===== src/rtl/alu_selfcheck_gen.sv =====
// Purpose : self-checking stimulus generator for an N-bit 8-op ALU (exhaustive sweep or LFSR random).
// Latency : each vector held LATENCY cycles; DUT result sampled on the LATENCY-th edge after drive.
// Backpressure: none; start is ignored while a run is in progress.
// Ports   : clk/rst (sync, active-high), start pulse; s/carry/zero/overflow from the ALU under test;
//           a_o/b_o/sel_o registered operands; busy/done/pass run status; err_cnt (saturating),
//           vec_cnt; fail_vld + fail_a/fail_b/fail_sel/fail_s capture the first mismatching vector.
module alu_selfcheck_gen #(
  parameter int          N        = 4,
  parameter int          LATENCY  = 1,
  parameter int          MODE     = 0,
  parameter int          NUM_RAND = 256,
  parameter logic [31:0] SEED     = 32'h1
) (
  input  logic         clk,
  input  logic         rst,
  input  logic         start,
  input  logic [N-1:0] s,
  input  logic         carry,
  input  logic         zero,
  input  logic         overflow,
  output logic [N-1:0] a_o,
  output logic [N-1:0] b_o,
  output logic [2:0]   sel_o,
  output logic         busy,
  output logic         done,
  output logic         pass,
  output logic [15:0]  err_cnt,
  output logic [31:0]  vec_cnt,
  output logic         fail_vld,
  output logic [N-1:0] fail_a,
  output logic [N-1:0] fail_b,
  output logic [2:0]   fail_sel,
  output logic [N-1:0] fail_s
);

  localparam int          CW       = 3 + 2*N;
  localparam int          LW       = (LATENCY > 1) ? $clog2(LATENCY) : 1;
  localparam logic [31:0] SEED_EFF = (SEED == 32'h0) ? 32'h1 : SEED;

  typedef enum logic [1:0] {ST_IDLE, ST_RUN, ST_DONE} state_t;

  state_t        state;
  logic [LW-1:0] lat_cnt;
  logic [31:0]   lfsr;

  // x^32 + x^22 + x^2 + x + 1, shift-left Fibonacci form
  function automatic logic [31:0] lfsr_step(input logic [31:0] l);
    return {l[30:0], l[31] ^ l[21] ^ l[1] ^ l[0]};
  endfunction

  // {sel,a,b} occupies the low CW bits of the LFSR; for wide N the word is
  // repeated so the sel field still has bits to draw from.
  function automatic logic [CW-1:0] vec_of(input logic [31:0] l);
    return CW'({l, l});
  endfunction

  // Current vector doubles as the exhaustive sweep counter.
  logic [CW-1:0] cur_vec;
  assign cur_vec = {sel_o, a_o, b_o};

  // Golden model on the registered operands
  logic [N:0]   add_w, sub_w;
  logic [N-1:0] g_s;
  logic         g_c, g_z, g_v;

  assign add_w = {1'b0, a_o} + {1'b0, b_o};
  assign sub_w = {1'b0, a_o} + {1'b0, ~b_o} + (N+1)'(1);

  always_comb begin
    g_s = '0;
    g_c = 1'b0;
    g_v = 1'b0;
    case (sel_o)
      3'd0: begin
        g_s = add_w[N-1:0];
        g_c = add_w[N];
        g_v = (a_o[N-1] == b_o[N-1]) && (g_s[N-1] != a_o[N-1]);
      end
      3'd1: begin
        g_s = sub_w[N-1:0];
        g_c = sub_w[N];  // set when there is no borrow
        g_v = (a_o[N-1] != b_o[N-1]) && (g_s[N-1] != a_o[N-1]);
      end
      3'd2:    g_s = ~a_o;
      3'd3:    g_s = a_o & b_o;
      3'd4:    g_s = a_o | b_o;
      3'd5:    g_s = a_o ^ b_o;
      3'd6:    g_s = N'($signed(a_o) < $signed(b_o));
      default: g_s = N'(a_o == b_o);
    endcase
    g_z = (g_s == '0);
  end

  logic        mismatch, check, last;
  logic [15:0] err_nxt;

  assign mismatch = (s != g_s) || (carry != g_c) || (zero != g_z) || (overflow != g_v);
  assign check    = (state == ST_RUN) && (lat_cnt == LW'(LATENCY - 1));
  assign last     = (MODE == 0) ? (&cur_vec) : (vec_cnt == 32'(NUM_RAND - 1));
  assign err_nxt  = (mismatch && (err_cnt != 16'hFFFF)) ? err_cnt + 16'd1 : err_cnt;

  always_ff @(posedge clk) begin
    if (rst) begin
      state    <= ST_IDLE;
      lat_cnt  <= '0;
      lfsr     <= SEED_EFF;
      a_o      <= '0;
      b_o      <= '0;
      sel_o    <= '0;
      busy     <= 1'b0;
      done     <= 1'b0;
      pass     <= 1'b0;
      err_cnt  <= '0;
      vec_cnt  <= '0;
      fail_vld <= 1'b0;
      fail_a   <= '0;
      fail_b   <= '0;
      fail_sel <= '0;
      fail_s   <= '0;
    end else begin
      case (state)
        ST_IDLE, ST_DONE: begin
          if (start) begin
            state    <= ST_RUN;
            lat_cnt  <= '0;
            busy     <= 1'b1;
            done     <= 1'b0;
            pass     <= 1'b0;
            err_cnt  <= '0;
            vec_cnt  <= '0;
            fail_vld <= 1'b0;
            fail_a   <= '0;
            fail_b   <= '0;
            fail_sel <= '0;
            fail_s   <= '0;
            // Random runs restart from the seed so every run is reproducible.
            if (MODE == 0) begin
              {sel_o, a_o, b_o} <= '0;
            end else begin
              {sel_o, a_o, b_o} <= vec_of(SEED_EFF);
              lfsr              <= lfsr_step(SEED_EFF);
            end
          end
        end
        ST_RUN: begin
          if (check) begin
            lat_cnt <= '0;
            vec_cnt <= vec_cnt + 32'd1;
            err_cnt <= err_nxt;
            if (mismatch && !fail_vld) begin
              fail_vld <= 1'b1;
              fail_a   <= a_o;
              fail_b   <= b_o;
              fail_sel <= sel_o;
              fail_s   <= s;
            end
            if (last) begin
              // Operands keep the last vector while idle in DONE.
              state <= ST_DONE;
              busy  <= 1'b0;
              done  <= 1'b1;
              pass  <= (err_nxt == 16'd0);
            end else if (MODE == 0) begin
              {sel_o, a_o, b_o} <= cur_vec + CW'(1);
            end else begin
              {sel_o, a_o, b_o} <= vec_of(lfsr);
              lfsr              <= lfsr_step(lfsr);
            end
          end else begin
            lat_cnt <= lat_cnt + LW'(1);
          end
        end
        default: state <= ST_IDLE;
      endcase
    end
  end

endmodule

===== config.mk =====
export PLATFORM = sky130hd
export DESIGN_NAME = alu_selfcheck_gen
export DESIGN_NICKNAME = d
export VERILOG_FILES = /design/src/rtl/alu_selfcheck_gen.sv
export SDC_FILE = /design/constraint.sdc
export NUM_CORES = 1
export LEC_CHECK = 0
export CAP_MARGIN = 25
export CELL_PAD_IN_SITES_DETAIL_PLACEMENT = 2
export CELL_PAD_IN_SITES_GLOBAL_PLACEMENT = 2
export CORE_ASPECT_RATIO = 0.9
export CORE_MARGIN = 1.5
export CORE_UTILIZATION = 40
export DETAILED_ROUTE_END_ITERATION = 12
export DONT_BUFFER_PORTS = 1
export PLACE_DENSITY = 0.92
export SKIP_LAST_GASP = 1
export SLEW_MARGIN = 10
export SYNTH_ARGS = -nofsm -noshare
export SYNTH_HDL_FRONTEND = slang
export SYNTH_SLANG_ARGS = --single-unit

===== constraint.sdc =====
create_clock -name clk -period 7.3 [get_ports clk]
set_clock_uncertainty 0.15 [all_clocks]
set_input_delay 2.19 -clock clk [delete_from_list [all_inputs] [get_ports clk]]
set_output_delay 2.19 -clock clk [all_outputs]
set_load 0.01 [all_outputs]

### Word-level counts from Yosys, hierarchy flattened

Cells that the tools add are included.
W data, S select, Z words.

| word-level totals | value |
|---|---|
| register bits after elaboration | 81 |
| latch bits | 0 |
| bits in writable memories | 0 |
| bits in read-only memories | 0 |
| bits of input ports | 10 |
| output and inout bits | 78 |
| logic and storage cells | 127 |
| memories | 0 |

| operators by class | value |
|---|---|
| add/subtract/negate cells | 7 |
| $mul | 0 |
| div/mod/pow operators | 0 |
| order comparisons | 1 |
| eq/ne operators | 23 |
| shift-type cells | 0 |
| mux-type cells | 53 |
| bitwise operators | 6 |
| reduce and logical (&&, ||, !) cells | 22 |

Operator list:

| kind | count |
|---|---|
| $mux W32 | 2 |
| $pmux W32 S2 | 1 |
| $mux W16 | 3 |
| $mux W4 | 11 |
| $pmux W4 S2 | 5 |
| $add A32 B1 Y32 const B | 1 |
| $pmux W16 S2 | 1 |
| $pmux W4 S7 | 1 |
| $add A16 B1 Y16 const B | 1 |
| $logic_not A16 Y1 | 1 |
| $ne A16 B16 Y1 const B | 1 |
| $mux W3 | 5 |
| $pmux W1 S2 | 7 |
| $pmux W3 S2 | 2 |
| $reduce_and A4 Y1 | 3 |
| $add A11 B1 Y11 const B | 1 |
| $mux W1 | 11 |
| $reduce_and A11 Y1 | 1 |
| $add A4 B4 Y5 | 2 |
| $eq A3 B3 Y1 const B | 3 |
| $ne A2 B2 Y1 const B | 4 |
| $not A4 Y4 | 2 |
| $eq A3 B2 Y1 const B | 2 |
| $mux W2 | 3 |
| 26 further kinds | 38 |

### Longest topological paths before layout

| logic depth | value |
|---|---|
| word-level depth | 14 |
| mapped depth | 15 |
| mapped depth without buffers | 14 |

### Least setup slack after synthesis

No wires, ideal clock.

| path | value |
|---|---|
| path kind | input -> register |
| start | in zero |
| end | reg pass |
| setup time | 0.069 ns |
| arrival time | 4.134 ns |
| required time | 7.081 ns |
| path slack | 2.947 ns |
| stages | 9 |
| path buffers | 1 |
| cells stage by stage | nor2b_1 -> o2111ai_1 -> mux2_4 -> a2111oi_4 -> buf_6 -> o21a_1 -> o22ai_1 -> or4b_1 -> o21ai_1 |

| on the way | value |
|---|---|
| longest elaborated chain between the ends | 9 |

RTL lines:

| what | RTL line | source |
|---|---|---|
| start: declaration | 19 | `input logic zero,` |
| $ne A1 B1 Y1 | 97 | `assign mismatch = (s != g_s) \|\| (carry != g_c) \|\| (zero != g_z) \|\| (overflow != g_v);` |
| $logic_or A1 B1 Y1 (2 in series) | 97 |  |
| $logic_and A1 B1 Y1 | 100 | `assign err_nxt = (mismatch && (err_cnt != 16'hFFFF)) ? err_cnt + 16'd1 : err_cnt;` |
| $mux W16 | 100 |  |
| $logic_not A16 Y1 | 162 | `pass <= (err_nxt == 16'd0);` |
| $mux W1 | 157 | `if (last) begin` |
| $mux W1 | 146 | `if (check) begin` |
| $pmux W1 S2 | 121 | `case (state)` |
| end signal: assignment | 162 |  |
| end: declaration | 26 | `output logic pass,` |

Every way passes these cells. The select of a mux whose other input is x is not followed.
A chain may end at the register's enable or synchronous reset.

### Final worst setup path

| path | value |
|---|---|
| start | reg a_o[3] |
| end | reg pass |

| on the way | value |
|---|---|
| longest elaborated chain between the ends | 13 |
| elaborated cells on any way between the ends | 35 |
| those cells by class | add/sub: 3; order compare: 1; eq/ne: 10; mux: 7; bitwise: 4; reduce/logical: 10 |

RTL lines:

| what | RTL line | source |
|---|---|---|
| start: declaration | 21 | `output logic [N-1:0] a_o,` |
| start signal: assignment | 140 | `{sel_o, a_o, b_o} <= vec_of(SEED_EFF);` |
| start signal: assignment | 164 | `{sel_o, a_o, b_o} <= cur_vec + CW'(1);` |
| start signal: assignment | 166 | `{sel_o, a_o, b_o} <= vec_of(lfsr);` |
| $add A4 B4 Y5 | 67 | `assign sub_w = {1'b0, a_o} + {1'b0, ~b_o} + (N+1)'(1);` |
| $add A5 B1 Y5 | 67 |  |
| $pmux W4 S7, or another cell as far along | 73 | `case (sel_o)` |
| $ne A4 B4 Y1, or another cell as far along | 97 |  |
| $logic_or A1 B1 Y1, or another cell as far along | 97 |  |
| $logic_or A1 B1 Y1 / $ne A1 B1 Y1 (equally long branches) | 97 |  |
| $logic_or A1 B1 Y1 | 97 |  |
| $logic_and A1 B1 Y1 | 100 |  |
| $mux W16 | 100 |  |
| $logic_not A16 Y1 | 162 |  |
| $mux W1 | 157 |  |
| $mux W1 | 146 |  |
| $pmux W1 S2 | 121 |  |

Parallel ways exist; a longest one is shown, timed or not. The select of a mux whose other input is x is not followed.

==> results.ini <==
[clock_tree]
cts_hold_buf = 0
clk_latency_ps = 350
cts.htree.levels = 3
root_buffer = clkbuf_16
clock_path_buffers = 2
cts_setup_buffers = 0
cts_sinks = 81
cts_buffers = 9
clk_pin_slew_worst_paths_ps = 60
cts_tree = done
ctsResizeCount = 0

[sta]
fin_crit_sh_pct = 66.4
clock.fmax_ghz = 0.206
setup_ws_ps = 2450
hold_ws_ps = 402
maxSlewViolCount = 0
setup_viol = 0
layout_min_cycle_time_ps = 4850
finalHoldViolCount = 0
max_slew.worst_pin.slew_ps = 977
rsz0062_at_grt = no
timing.slew.headroom_pct = 34.8
fin_setup_tns_ps = 0

[grt]
grt_usage_pct = 25.9
grt_pass1_vias = 4500
grt_pass1_wl_mm = 24.2
antenna_found_initial = 0
overflow = 0
grt_max_degree = 43

[routing]
wl_per_cell_um = 21.6
dr.pass1.iters = 4
vias = 4120
ant_nets = 0
drc = 0
drt_iter0_drc = 151
vias_per_cell = 5.98
wirelength_mm = 14.9

[power_and_ir_drop]
p_switching_uw = 237
pwr_density_cell_nw_per_um2 = 197
clockPowerShare_pct = 47.9
combPwrFrac_pct = 5.0
swShare_pct = 24.6
ir_drop_v = 0.0000976
p_leak_nw = 1.74
internal-power_uw = 726
seqPwrFrac_pct = 47.0

[floorplanning]
initial_core_util_pct = 41.4
core_sq_um = 10900
dieArea_sq_um = 11900
die_y_um = 104
die_x_um = 115
rows = 36
io_pins = 88

[final_layout]
area_delta_synth_final_pct = 8.58
layout_commonest_cell = dfxtp_1
n_antenna_cell = 0
layout.nets = 559
nFillCells = 1233
finalInstanceArea_sq_um = 4890
drive_above_1_share_pct = 5.03
mostFrequentLayoutCells = dfxtp_1 (81), nor2_1 (73), nand2_1 (42), nand3_1 (34), a21oi_1 (31)
finalNonFillerCells = 689

[place]
placed_cell_area_sq_um = 4580
dp_slack_ps = 2160
dp.cells = 671
hpwl_mm = 10.4
portBuffers = 0
place.gp.congestion = 0.825

[synthesis]
async_flop_share_pct = 0
synth_edf_count = 0
syn_area_sq_um = 4510
ys_warn_count = 0
syn-num-nets = 573
syn_inst = 546
ys_ff_latch = 81
synth_ff_type = dfxtp_1
avgSynthCellArea_sq_um = 8.26
synth-seq-area-share_pct = 36.0
ys_types = 58

[setup_path]
critical_path.endpoint_type = register
crit_type = reg2reg
cp.arrival_ps = 4970
cp.required_ps = 7430
start_kind = register
r2r_setup_slack_ps = 2450
path_max_fanout = 18

[run]
cap_violations = 0

[min_path]
min_path_type = reg2reg

[run_status]
outcome = completed

cell families after synthesis:
kind of cell | synth area share (%)
flops | 36.0
compound gates | 16.7
fa+ha+maj | 5.05
xor+xnor | 9.33
simple gates | 27.3
mux | 1.50
buf+inv | 4.16
power by group through the flow:
stage	Combinational, mW	Clock [mW]	Sequential (mW)
finish	0.0484	0.461	0.453
global route	0.0535	0.492	0.454
CTS	0.0472	0.473	0.453
detailed placement	0.0464	0	0.463
global placement	0.0421	0	0.462
floorplan	0.0356	0	0.461
critical path, stage by stage (launching register included):
cell and delay [ps]:
dfxtp_1 560, inv_1 180, ha_1 520, nor2b_1 230
and3_1 210, a311oi_1 520, o2111ai_1 220, mux2_4 350
a2111oi_4 790, o21bai_1 200, a22o_1 240, or4b_1 470
o21ai_1 130
synthesized netlist by cell type (all sizes together), types with 4 or more instances:
cell / instances / share of area (%)
or3: 6 / 0.83
nand4: 11 / 1.5
nor3: 7 / 0.78
ha: 15 / 4.2
nor2: 73 / 6.1
a21oi: 31 / 3.4
and2: 5 / 0.69
o211ai: 5 / 0.83
nand3: 34 / 3.8
nand2b: 8 / 1.1
a22o: 17 / 3.3
and3: 23 / 3.2
inv: 16 / 1.3
xor2: 26 / 5.1
a31oi: 7 / 0.97
nand2: 42 / 3.5
a311oi: 7 / 1.4
clkbuf: 19 / 1.6
buf: 9 / 1.2
nand3b: 4 / 0.67
dfxtp: 81 / 36
xnor2: 22 / 4.3
o21ai: 14 / 1.6
nor2b: 11 / 1.5
final timing paths:
| check | start | to | cells past startpoint |
|---|---|---|---|
| worst max-delay path | a_o[3] | pass | 12 |
| worst min register to register | lat_cnt | lat_cnt | 1 |
| worst max register to register | a_o[3] | pass | 12 |
| worst min-delay path | lat_cnt | lat_cnt | 1 |
registers in the layout, indices dropped and copies added (netlist names):
| signal | count |
|---|---|
| done | 1 |
| err_cnt | 16 |
| busy | 1 |
| lat_cnt | 1 |
| fail_sel | 3 |
| fail_vld | 1 |
| b_o | 4 |
| fail_s | 4 |
| pass | 1 |
| a_o | 4 |
| sel_o | 3 |
| vec_cnt | 32 |
| fail_a | 4 |
| state | 2 |
| fail_b | 4 |
through the flow:
step | total power [mW] | util (%)
floorplan | 0.496 | -
global placement | 0.505 | 42.0
detailed placement | 0.509 | 42.0
CTS | 0.973 | 44.7
global route | 0.999 | 44.9
finish | 0.962 | 44.9
layer usage:
layer / track usage, % / routed length, um / vias up
met5: 0 / 0 / -
met4: 9.17 / 289 / 0
met3: 8.89 / 805 / 24
met2: 44.9 / 7550 / 104
met1: 29.2 / 6220 / 2077
li1: - / - / 1915
layout make-up:
cell class	instances	area, sq um	share of cell area (%)
timing repair buffer	3	26.3	0.537
inverter	16	60.1	1.23
tap	152	190	3.89
sequential	81	1620	33.1
multi-input combinational	421	2700	55.1
clock buffer	10	229	4.68
clock inverter	6	68.8	1.41
Note: power is estimated with default switching activity, not from simulation.
